`config.mk`:
```
export PLATFORM = sky130hd
export DESIGN_NAME = calendar_disp_sched_flat
export DESIGN_NICKNAME = d
export VERILOG_FILES = /design/src/rtl/calendar_disp_sched_if.sv /design/src/rtl/calendar_disp_sched.sv /design/src/flat_wrapper.sv
export SDC_FILE = /design/constraint.sdc
export NUM_CORES = 1
export LEC_CHECK = 0
export CELL_PAD_IN_SITES_DETAIL_PLACEMENT = 0
export CELL_PAD_IN_SITES_GLOBAL_PLACEMENT = 2
export CORE_MARGIN = 4
export CORE_UTILIZATION = 36
export DETAILED_ROUTE_END_ITERATION = 12
export GPL_ROUTABILITY_DRIVEN = 0
export PLACE_DENSITY_LB_ADDON = 0.25
export SETUP_SLACK_MARGIN = 0.2
export SYNTH_ARGS = -nofsm -noshare
export SYNTH_HDL_FRONTEND = slang
export SYNTH_SLANG_ARGS = --single-unit
```
`constraint.sdc`:
```
create_clock -name CLK -period 3.2 [get_ports CLK]
set_input_delay 0.48 -clock CLK [delete_from_list [all_inputs] [get_ports CLK]]
set_output_delay 0.48 -clock CLK [all_outputs]
set_load 0.005 [all_outputs]
```
`src/rtl/calendar_disp_sched_if.sv`:
```
// rtl/calendar_disp_sched_if.sv - field/handshake/display bundle for calendar_disp_sched
interface calendar_disp_sched_if;
  logic [6:0] YEAR;
  logic [3:0] MONTH;
  logic [4:0] DAY;
  logic [4:0] HOUR;
  logic [5:0] MIN;
  logic [5:0] SEC;
  logic       MODE;
  logic       UPDATE;
  logic       BUSY;
  logic       BCD_VALID;
  logic [7:0] DIGIT;
  logic [7:0] SEG;
`ifdef DISP_BLINK_EN
  logic [7:0] BLINK;

  modport master (
    output YEAR, MONTH, DAY, HOUR, MIN, SEC, MODE, UPDATE, BLINK,
    input  BUSY, BCD_VALID, DIGIT, SEG
  );

  modport slave (
    input  YEAR, MONTH, DAY, HOUR, MIN, SEC, MODE, UPDATE, BLINK,
    output BUSY, BCD_VALID, DIGIT, SEG
  );
`else
  modport master (
    output YEAR, MONTH, DAY, HOUR, MIN, SEC, MODE, UPDATE,
    input  BUSY, BCD_VALID, DIGIT, SEG
  );

  modport slave (
    input  YEAR, MONTH, DAY, HOUR, MIN, SEC, MODE, UPDATE,
    output BUSY, BCD_VALID, DIGIT, SEG
  );
`endif
endinterface

```
`src/rtl/calendar_disp_sched.sv`:
```
// rtl/calendar_disp_sched.sv - shared serial BCD converter feeding an 8-digit 7-segment scanner (optional DISP_BLINK_EN)
module calendar_disp_sched #(
  parameter int SCAN_DIV  = 10000,
  parameter int BLINK_DIV = 50
) (
  input  logic                 CLK,
  input  logic                 RST,
  calendar_disp_sched_if.slave bus
);

  localparam int PW = (SCAN_DIV > 1) ? $clog2(SCAN_DIV) : 1;
  localparam logic [PW-1:0] SCAN_LAST = PW'(SCAN_DIV - 1);

  if (SCAN_DIV < 2 || BLINK_DIV < 1) begin : g_param_check
    $error("calendar_disp_sched: SCAN_DIV must be >= 2 and BLINK_DIV >= 1");
  end

  typedef enum logic [1:0] {IDLE, LOAD, SHIFT, STORE} state_t;

  state_t        state_q, state_d;
  logic          busy_q, busy_d;
  logic          valid_q, valid_d;
  logic          pending_q, pending_d;
  logic [2:0]    field_q, field_d;
  logic [2:0]    shift_q, shift_d;
  logic [6:0]    bin_q, bin_d;
  logic [7:0]    acc_q, acc_d;
  // snapshot layout: year[32:26] month[25:22] day[21:17] hour[16:12] min[11:6] sec[5:0]
  logic [32:0]   snap_q, snap_d;
  // buffers hold one byte {tens,ones} per field, year in the top byte, sec in the bottom
  logic [47:0]   shadow_q, shadow_d;
  logic [47:0]   disp_q, disp_d;
  logic [PW-1:0] pre_q, pre_d;
  logic [2:0]    idx_q, idx_d;
  logic [7:0]    digit_q, digit_d;
  logic [7:0]    seg_q, seg_d;

  logic [6:0]    field_val;
  logic [7:0]    acc_adj;
  logic [7:0]    store_byte;
  logic [2:0]    idx_inc;
  logic [3:0]    code;

`ifdef DISP_BLINK_EN
  localparam int BW = $clog2(BLINK_DIV + 1);
  localparam logic [BW-1:0] BLINK_LAST = BW'(BLINK_DIV - 1);
  logic [BW-1:0] bcnt_q, bcnt_d;
  logic          phase_q, phase_d;
`endif

  function automatic logic [7:0] seg_decode(input logic [3:0] c);
    case (c)
      4'd0:    seg_decode = 8'h3F;
      4'd1:    seg_decode = 8'h06;
      4'd2:    seg_decode = 8'h5B;
      4'd3:    seg_decode = 8'h4F;
      4'd4:    seg_decode = 8'h66;
      4'd5:    seg_decode = 8'h6D;
      4'd6:    seg_decode = 8'h7D;
      4'd7:    seg_decode = 8'h07;
      4'd8:    seg_decode = 8'h7F;
      4'd9:    seg_decode = 8'h6F;
      4'hF:    seg_decode = 8'h40;
      default: seg_decode = 8'h00;
    endcase
  endfunction

  // select the snapshot field being converted, zero-extended to 7 bits
  always_comb begin
    case (field_q)
      3'd0:    field_val = snap_q[32:26];
      3'd1:    field_val = {3'b000, snap_q[25:22]};
      3'd2:    field_val = {2'b00, snap_q[21:17]};
      3'd3:    field_val = {2'b00, snap_q[16:12]};
      3'd4:    field_val = {1'b0, snap_q[11:6]};
      default: field_val = {1'b0, snap_q[5:0]};
    endcase
  end

  // double-dabble correction; a year of 100+ cannot fit two digits so it shows dashes
  always_comb begin
    acc_adj = acc_q;
    if (acc_q[3:0] >= 4'd5) acc_adj[3:0] = acc_q[3:0] + 4'd3;
    if (acc_q[7:4] >= 4'd5) acc_adj[7:4] = acc_q[7:4] + 4'd3;
    store_byte = (field_q == 3'd0 && snap_q[32:26] >= 7'd100) ? 8'hFF : acc_q;
  end

  // conversion sequencer: snapshot, 9 cycles per field, commit shadow to display at the end
  always_comb begin
    state_d   = state_q;
    busy_d    = busy_q;
    valid_d   = valid_q;
    pending_d = pending_q;
    field_d   = field_q;
    shift_d   = shift_q;
    bin_d     = bin_q;
    acc_d     = acc_q;
    snap_d    = snap_q;
    shadow_d  = shadow_q;
    disp_d    = disp_q;
    case (state_q)
      IDLE: begin
        if (bus.UPDATE || pending_q) begin
          snap_d    = {bus.YEAR, bus.MONTH, bus.DAY, bus.HOUR, bus.MIN, bus.SEC};
          pending_d = 1'b0;
          field_d   = 3'd0;
          busy_d    = 1'b1;
          state_d   = LOAD;
        end
      end
      LOAD: begin
        bin_d   = field_val;
        acc_d   = 8'h00;
        shift_d = 3'd0;
        state_d = SHIFT;
      end
      SHIFT: begin
        acc_d   = {acc_adj[6:0], bin_q[6]};
        bin_d   = {bin_q[5:0], 1'b0};
        shift_d = shift_q + 3'd1;
        if (shift_q == 3'd6) state_d = STORE;
      end
      STORE: begin
        case (field_q)
          3'd0:    shadow_d[47:40] = store_byte;
          3'd1:    shadow_d[39:32] = store_byte;
          3'd2:    shadow_d[31:24] = store_byte;
          3'd3:    shadow_d[23:16] = store_byte;
          3'd4:    shadow_d[15:8]  = store_byte;
          default: shadow_d[7:0]   = store_byte;
        endcase
        if (field_q == 3'd5) begin
          disp_d  = shadow_d;
          valid_d = 1'b1;
          busy_d  = 1'b0;
          state_d = IDLE;
        end else begin
          field_d = field_q + 3'd1;
          state_d = LOAD;
        end
      end
      default: state_d = IDLE;
    endcase
    if (state_q != IDLE && bus.UPDATE) pending_d = 1'b1;
  end

  // nibble for the digit the scanner moves to next, by display mode
  always_comb begin
    idx_inc = idx_q + 3'd1;
    code    = 4'h0;
    if (bus.MODE) begin
      case (idx_inc)
        3'd7: code = 4'd2;
        3'd6: code = 4'd0;
        3'd5: code = disp_q[47:44];
        3'd4: code = disp_q[43:40];
        3'd3: code = disp_q[39:36];
        3'd2: code = disp_q[35:32];
        3'd1: code = disp_q[31:28];
        default: code = disp_q[27:24];
      endcase
    end else begin
      case (idx_inc)
        3'd7: code = disp_q[23:20];
        3'd6: code = disp_q[19:16];
        3'd5: code = 4'hF;
        3'd4: code = disp_q[15:12];
        3'd3: code = disp_q[11:8];
        3'd2: code = 4'hF;
        3'd1: code = disp_q[7:4];
        default: code = disp_q[3:0];
      endcase
    end
  end

  // digit scanner: DIGIT and SEG move together on each prescaler wrap
  always_comb begin
    pre_d   = pre_q + 1'b1;
    idx_d   = idx_q;
    digit_d = digit_q;
    seg_d   = seg_q;
`ifdef DISP_BLINK_EN
    bcnt_d  = bcnt_q;
    phase_d = phase_q;
`endif
    if (pre_q == SCAN_LAST) begin
      pre_d   = '0;
      idx_d   = idx_inc;
      digit_d = ~(8'd1 << idx_inc);
      seg_d   = valid_q ? seg_decode(code) : 8'h00;
`ifdef DISP_BLINK_EN
      if (bcnt_q == BLINK_LAST) begin
        bcnt_d  = '0;
        phase_d = ~phase_q;
      end else begin
        bcnt_d  = bcnt_q + 1'b1;
      end
      if (phase_d && bus.BLINK[idx_inc]) seg_d = 8'h00;
`endif
    end
  end

  // state registers with synchronous reset
  always_ff @(posedge CLK) begin
    if (RST) begin
      state_q   <= IDLE;
      busy_q    <= 1'b0;
      valid_q   <= 1'b0;
      pending_q <= 1'b0;
      field_q   <= 3'd0;
      shift_q   <= 3'd0;
      bin_q     <= 7'd0;
      acc_q     <= 8'h00;
      snap_q    <= '0;
      shadow_q  <= '0;
      disp_q    <= '0;
      pre_q     <= '0;
      idx_q     <= 3'd0;
      digit_q   <= 8'hFE;
      seg_q     <= 8'h00;
`ifdef DISP_BLINK_EN
      bcnt_q    <= '0;
      phase_q   <= 1'b0;
`endif
    end else begin
      state_q   <= state_d;
      busy_q    <= busy_d;
      valid_q   <= valid_d;
      pending_q <= pending_d;
      field_q   <= field_d;
      shift_q   <= shift_d;
      bin_q     <= bin_d;
      acc_q     <= acc_d;
      snap_q    <= snap_d;
      shadow_q  <= shadow_d;
      disp_q    <= disp_d;
      pre_q     <= pre_d;
      idx_q     <= idx_d;
      digit_q   <= digit_d;
      seg_q     <= seg_d;
`ifdef DISP_BLINK_EN
      bcnt_q    <= bcnt_d;
      phase_q   <= phase_d;
`endif
    end
  end

  assign bus.BUSY      = busy_q;
  assign bus.BCD_VALID = valid_q;
  assign bus.DIGIT     = digit_q;
  assign bus.SEG       = seg_q;

endmodule

```
`src/flat_wrapper.sv`:
```
// flat-port wrapper written by rule: the top's interface ports become plain ports
module calendar_disp_sched_flat 
#(
  parameter int SCAN_DIV  = 10000,
  parameter int BLINK_DIV = 50
)
  (CLK, RST, bus_YEAR, bus_MONTH, bus_DAY, bus_HOUR, bus_MIN, bus_SEC, bus_MODE, bus_UPDATE, bus_BUSY, bus_BCD_VALID, bus_DIGIT, bus_SEG);
  calendar_disp_sched_if bus_i ();
  input  logic CLK;
  input  logic RST;
  input wire logic [$bits(bus_i.YEAR)-1:0] bus_YEAR;
  input wire logic [$bits(bus_i.MONTH)-1:0] bus_MONTH;
  input wire logic [$bits(bus_i.DAY)-1:0] bus_DAY;
  input wire logic [$bits(bus_i.HOUR)-1:0] bus_HOUR;
  input wire logic [$bits(bus_i.MIN)-1:0] bus_MIN;
  input wire logic [$bits(bus_i.SEC)-1:0] bus_SEC;
  input wire logic [$bits(bus_i.MODE)-1:0] bus_MODE;
  input wire logic [$bits(bus_i.UPDATE)-1:0] bus_UPDATE;
  output wire logic [$bits(bus_i.BUSY)-1:0] bus_BUSY;
  output wire logic [$bits(bus_i.BCD_VALID)-1:0] bus_BCD_VALID;
  output wire logic [$bits(bus_i.DIGIT)-1:0] bus_DIGIT;
  output wire logic [$bits(bus_i.SEG)-1:0] bus_SEG;
  assign bus_i.YEAR = bus_YEAR;
  assign bus_i.MONTH = bus_MONTH;
  assign bus_i.DAY = bus_DAY;
  assign bus_i.HOUR = bus_HOUR;
  assign bus_i.MIN = bus_MIN;
  assign bus_i.SEC = bus_SEC;
  assign bus_i.MODE = bus_MODE;
  assign bus_i.UPDATE = bus_UPDATE;
  assign bus_BUSY = bus_i.BUSY;
  assign bus_BCD_VALID = bus_i.BCD_VALID;
  assign bus_DIGIT = bus_i.DIGIT;
  assign bus_SEG = bus_i.SEG;
  calendar_disp_sched #(.SCAN_DIV(SCAN_DIV), .BLINK_DIV(BLINK_DIV)) u_core (.CLK(CLK), .RST(RST), .bus(bus_i));
endmodule
```
Word-level counts from Yosys, hierarchy flattened
Memories as Yosys holds them, arrays and structs flattened.
Index checks and enable logic that the tools add are counted.
{"block": "word_totals", "latchBits": 0, "reg_bits": 188, "input_bits": 37, "rom_bits": 112, "output_inout_bits": 18, "mem_count": 1, "ram_bits": 0, "elab_cells": 97}
{"block": "op_classes", "div": 0, "bitwise_logic": 1, "n_mux": 30, "n_eq_ne": 21, "mul": 0, "order_cmp": 3, "n_reduce_logical": 19, "n_addsub": 6, "n_shift": 1}
{"memory": "(name not given)", "depth": 16, "word_bits": 7, "rd": 1, "rd_clocked_by_memory_dff": 0, "write_ports": 0, "line": "calendar_disp_sched.sv:52", "source": "case (c)"}
{"operator": "8-bit 2-to-1 mux", "count": 8}
{"operator": "7-bit one-hot mux with 5 select lines", "count": 1}
{"operator": "4-bit one-hot mux with 7 select lines", "count": 1}
{"operator": "4-bit one-hot mux with 6 select lines", "count": 1}
{"operator": "3-bit equality test (second input constant)", "count": 7}
{"operator": "8-bit one-hot mux with 2 select lines", "count": 1}
{"operator": "14-bit by 1-bit adder with 14-bit output (second input constant)", "count": 1}
{"operator": "14-bit equality test (second input constant)", "count": 1}
{"operator": "7-bit one-hot mux with 2 select lines", "count": 1}
{"operator": "3-bit by 2-bit equality test with 1-bit output (second input constant)", "count": 4}
{"operator": "3-bit one-hot mux with 2 select lines", "count": 2}
{"operator": "2-bit nonzero test", "count": 5}
{"operator": "3-bit by 1-bit adder with 3-bit output (second input constant)", "count": 3}
{"operator": "3-bit 2-to-1 mux", "count": 3}
{"operator": "4-bit by 3-bit greater-or-equal comparator with 1-bit output (second input constant)", "count": 2}
{"operator": "4-bit 2-to-1 mux", "count": 2}
{"operator": "8-bit inverter", "count": 1}
{"operator": "2-bit one-hot mux with 4 select lines", "count": 1}
{"operator": "2-bit AND reduction", "count": 4}
{"operator": "1-bit by 3-bit left shift with 8-bit output (first input constant)", "count": 1}
{"operator": "7-bit greater-or-equal comparator (second input constant)", "count": 1}
{"operator": "3-bit by 1-bit equality test with 1-bit output (second input constant)", "count": 2}
{"operator": "1-bit 2-to-1 mux", "count": 6}
{"operator": "2-bit by 1-bit inequality test with 1-bit output (second input constant)", "count": 3}
{"operator": "other kinds (14)", "count": 19}

Longest topological paths before layout
An unclocked memory read counts as a cell.
{"block": "depth", "word_depth": 7, "ltp_mapped": 13, "mapped_depth_nobuf": 11}

Least setup slack after synthesis
No wires, ideal clock.
{"block": "synth_timing", "path_kind": "register to register", "start": "register u_core.idx_q[0]", "end": "register u_core.seg_q[6], in the netlist u_core.bus.SEG[6]", "synth_period_minus_slack_ns": 2.792, "path_buffers": 2, "path_slack_ns": 0.408, "setup_time_ns": 0.057, "arrival_time_ns": 2.735, "required_ns": 3.143, "stages_incl_launch_ff": 14, "cell_sequence": "dfxtp_1 -> ha_1 -> xor2_1 -> buf_4 -> buf_4 -> mux2_1 -> nand2_1 -> nand4_1 -> o311ai_1 -> inv_1 -> ha_1 -> and2_1 -> o31ai_2 -> a21o_1"}
{"block": "synth_between", "elab_chain_cells": 7, "elab_cells_between_ends": 14, "classes_between": "add/sub: 1; eq/ne: 7; mux: 4; reduce/logical: 1; memory: 1"}
{"element": "from (decl)", "line": "calendar_disp_sched.sv:34", "source": "logic [2:0] idx_q, idx_d;"}
{"element": "from (signal assigned)", "line": "calendar_disp_sched.sv:238", "source": "idx_q <= idx_d;"}
{"element": "3-bit by 1-bit adder with 3-bit output (*)", "line": "calendar_disp_sched.sv:149", "source": "idx_inc = idx_q + 3'd1;"}
{"element": "3-bit equality test / 3-bit by 2-bit equality test with 1-bit output (equally long branches)", "line": "calendar_disp_sched.sv:152, calendar_disp_sched.sv:163"}
{"element": "2-bit OR reduction (no source line)"}
{"element": "4-bit one-hot mux with 6 select lines", "line": "calendar_disp_sched.sv:163", "source": "case (idx_inc)"}
{"element": "4-bit 2-to-1 mux (*)", "line": "calendar_disp_sched.sv:151", "source": "if (bus.MODE) begin"}
{"element": "memory read 16 x 7 bit (*)"}
{"element": "8-bit 2-to-1 mux (*)", "line": "calendar_disp_sched.sv:190", "source": "seg_d = valid_q ? seg_decode(code) : 8'h00;"}
{"element": "to (signal assigned)", "line": "calendar_disp_sched.sv:240", "source": "seg_q <= seg_d;"}
{"element": "to (decl)", "line": "calendar_disp_sched.sv:36", "source": "logic [7:0] seg_q, seg_d;"}
Mark *: on every way between the ends. The rest lies on a longest branch, timed or not.
A chain may end at the register's enable or synchronous reset.

Final worst setup path
Same ends and word-level chain as after synthesis.

==> results.ini <==
[min_path]
hold_class = reg -> reg
hold_path_end = u_core.disp_q[28]$_SDFFE_PP0P_
whs_path_depth = 2
hold_start = u_core.shadow_q[28]$_SDFFE_PP0P_

[die]
rows = 54
fp.coreArea_sq_um = 22030
dieArea_sq_um = 25090
io_pins = 55
start_util_pct = 36.96
die_h_um = 158.4
die_x_um = 158.4

[global_routing]
gr-max-usage-layer = met2
grt_use_met2_pct = 27.00
grt_pass1_wl_um = 33530
antenna_found_initial = 0
track_usage_pct = 16.61
met3_usage_pct = 3.669
grt_max_degree = 123
grt.overflow.total = 0
first_global_vias = 6216
grtUsageMet1_pct = 22.66

[synth]
ys_top_cells_by_area = dfxtp_1 46%, nor2_1 7.1%, nand2_1 6.8%
synthCells = 990
yosysTopAreaCell = dfxtp_1
ys_ff_latch = 187
syn_nets = 1053
synthFlopType = dfxtp_1
synth-edff-count = 0
synth_async_sr_flop_share_pct = 0
yosysSeqAreaShare_pct = 45.98
ys_types = 62
synth_top_area_share_pct = 45.98
netlist_area_sq_um = 8142
synth_area_per_cell_sq_um = 8.224
yosys_warnings = 0

[clock_tree]
tritoncts = done
clk_pin_slew_ns = 0.07
insertion_delay_ns = 0.44
cts_hold_buf = 0
cts_htree_levels = 4
clockBufferDepth = 2
root_buffer = clkbuf_16
cts_buffers = 17
cts.sinks = 187

[timing]
hold_violations = 0
period_share_pct = 86.84
drv_slew = 0
period_minus_slack_ns = 2.779
rsz0062_at_grt = false
finalSetupTns_ns = 0
setup_viol = 0
max_slew_margin_pct = 54.50
tightest_slew_ns = 0.6825
setup_slack_ns = 0.4210
fmax_mhz = 359.8
fin_skew_ns = 0.01518

[status]
outcome = completed

[drt]
drt_drc_violations_left = 0
wire_per_inst_um = 15.59
routed_wl_um = 20360
viasPerCell = 5.155
num_vias = 6733
dr.pass1.iters = 5
ant_nets = 0
drt_iter0_drc = 323

[run]
drv_cap = 0

[worst_setup_path]
crit_fanout = 10
cp.required_ns = 3.58
reg2regPathDepth = 10
r2r_end = u_core.bus.SEG[6]$_SDFFE_PP0P_
crit_type = reg -> reg
r2r_slack_ns = 0.42
worstPathArrival_ns = 3.16
start_kind = flip-flop
r2r-start = u_core.idx_q[0]$_SDFFE_PP0P_
cp-end-kind = flip-flop

[layout]
drive_gt1_share_pct = 7.895
num-nets-final = 1076
final_core_util_pct = 43.35
layout-area-overhead-vs-synth_pct = 17.29
n_antenna_cell = 0
fillers = 2325

[pwr]
combPwrFrac_pct = 17.6
max-vdd-ir-drop_mv = 0.4478
power_frac_seq_pct = 46.2
switching_share_pct = 29.95
leakage_uw = 0.003244
power_per_cell_area_nw_per_um2 = 589.0
p_clk_share_pct = 36.2
p_sw_uw = 1684
internal_power_uw = 3940

[placement]
portBuffers = 53
place_ws_ns = 0.3114
hpwl_um = 13690

==> power by group through the flow <==
stage / clock network (uW) / logic (uW) / registers [uW]
4_1_cts: 2100 / 1000 / 2600
3_3_place_gp: 0 / 996 / 2650
5_1_grt: 2220 / 1120 / 2620
6_report: 2040 / 988 / 2600
3_5_place_dp: 0 / 1000 / 2650
2_1_floorplan: 0 / 721 / 2620
==> state kept, by name (all words and copies together) (netlist names) <==
register              count
u_core.bus.SEG            7
u_core.pending_q          1
u_core.pre_q             14
u_core.shift_q            3
u_core.field_q            3
u_core.bus.DIGIT          8
u_core.acc_q              8
u_core.bus.BUSY           1
u_core.bus.BCD_VALID      1
u_core.idx_q              3
u_core.disp_q            48
u_core.snap_q            33
u_core.shadow_q          48
u_core.state_q            2
u_core.bin_q              7
==> cell usage after synthesis (4+ instances only) <==
cell type,count
nor2_1,155
a22oi_1,19
o211ai_1,6
dfxtp_1,187
and3_1,5
nand4_1,6
a211oi_1,72
o21ai_0,21
inv_1,19
a31oi_1,5
xnor2_1,9
nor2b_1,4
clkbuf_1,65
buf_1,4
nand3_1,15
buf_2,4
xor2_1,10
ha_1,26
o21ai_1,7
nor3_1,10
nand2b_1,9
a21oi_1,109
and2_1,12
a211o_1,4
a222oi_1,8
nand2_1,148
==> what timing repair did <==
action                                  4_1_cts  5_1_grt
endpoints found under the setup margin        0        7
buffers inserted                              0        0
resized for setup                             0        3
==> worst max path at each step <==
stage,start,end,slack [ns]
6_report,u_core.idx_q[0]$_SDFFE_PP0P_,u_core.bus.SEG[6]$_SDFFE_PP0P_,0.42
4_1_cts,u_core.idx_q[0]$_SDFFE_PP0P_,u_core.bus.SEG[6]$_SDFFE_PP0P_,0.29
3_3_place_gp,u_core.idx_q[0]$_SDFFE_PP0P_,u_core.bus.SEG[6]$_SDFFE_PP0P_,0.35
2_1_floorplan,u_core.idx_q[0]$_SDFFE_PP0P_,u_core.bus.SEG[6]$_SDFFE_PP0P_,0.41
3_5_place_dp,u_core.idx_q[0]$_SDFFE_PP0P_,u_core.bus.SEG[6]$_SDFFE_PP0P_,0.31
5_1_grt,u_core.idx_q[1]$_SDFFE_PP0P_,u_core.bus.SEG[6]$_SDFFE_PP0P_,0.19
==> cell usage in the layout, fill, tap and decap left out, types with 12 or more instances in the layout <==
| cell type | Yosys | final |
|---|---|---|
| inv_1 | 19 | 19 |
| o21ai_0 | 21 | 21 |
| a22oi_1 | 19 | 19 |
| nand2_1 | 148 | 148 |
| nor2_1 | 155 | 155 |
| a211oi_1 | 72 | 72 |
| clkbuf_16 | 0 | 17 |
| buf_4 | 3 | 26 |
| clkdlybuf4s50_1 | 0 | 52 |
| a21oi_1 | 109 | 109 |
| nand3_1 | 15 | 14 |
| ha_1 | 26 | 24 |
| dfxtp_1 | 187 | 187 |
| and2_1 | 12 | 12 |
==> cells by family (layout without fill, tap and decap cells) <==
kind of cell	count (synthesis)	in the layout	synth area share (%)
and+or+nand+nor	373	373	19.32
AOI/OAI and AO/OA	281	281	23.01
DFF	187	187	45.98
buffers and inverters	96	132	4.626
adders and majority gates	26	26	3.996
xor gates and xnor gates	19	19	2.044
muxes	7	7	0.9835
other	1	1	0.04606
==> per-stage QoR <==
step	hold WS, ns	cell area (sq um)	instances	power, uW
global placement	0.4420	8970	1274	3643
detailed placement	0.4453	8970	1274	3654
global route	0.4752	9549	1306	5954
CTS	0.4540	9533	1306	5705
floorplan	0.4300	8142	990	3342
finish	0.4534	9549	1306	5624
==> layout make-up <==
class / count / area, sq um / share of cell area, %
well taps: 280 / 350.3 / 3.669
clock inverters: 12 / 116.4 / 1.219
repair buffers: 80 / 755.7 / 7.914
multi-input cells: 707 / 4061 / 42.53
flip-flops and latches: 187 / 3744 / 39.20
clock buffers: 20 / 446.7 / 4.678
inverters: 20 / 75.07 / 0.7862
==> worst max-delay path: stages, from the launching register on <==
cell and delay, ns:
dfxtp_1 0.42, ha_1 0.33, xor2_4 0.36, buf_4 0.20, mux2_1 0.33, a221oi_2 0.26, o21ai_2 0.18, ha_1 0.23
and2_1 0.14, o31ai_2 0.17, a21o_1 0.10
==> layer usage <==
metal | part of all wire [%] | vias to the layer above | wire, um
met5 | 0 | - | 0
met4 | 1.0 | 0 | 205
met3 | 3.3 | 16 | 663
met2 | 47 | 103 | 9545
met1 | 49 | 3113 | 9950
li1 | - | 3501 | -
Note: power is estimated with default switching activity, not from simulation.
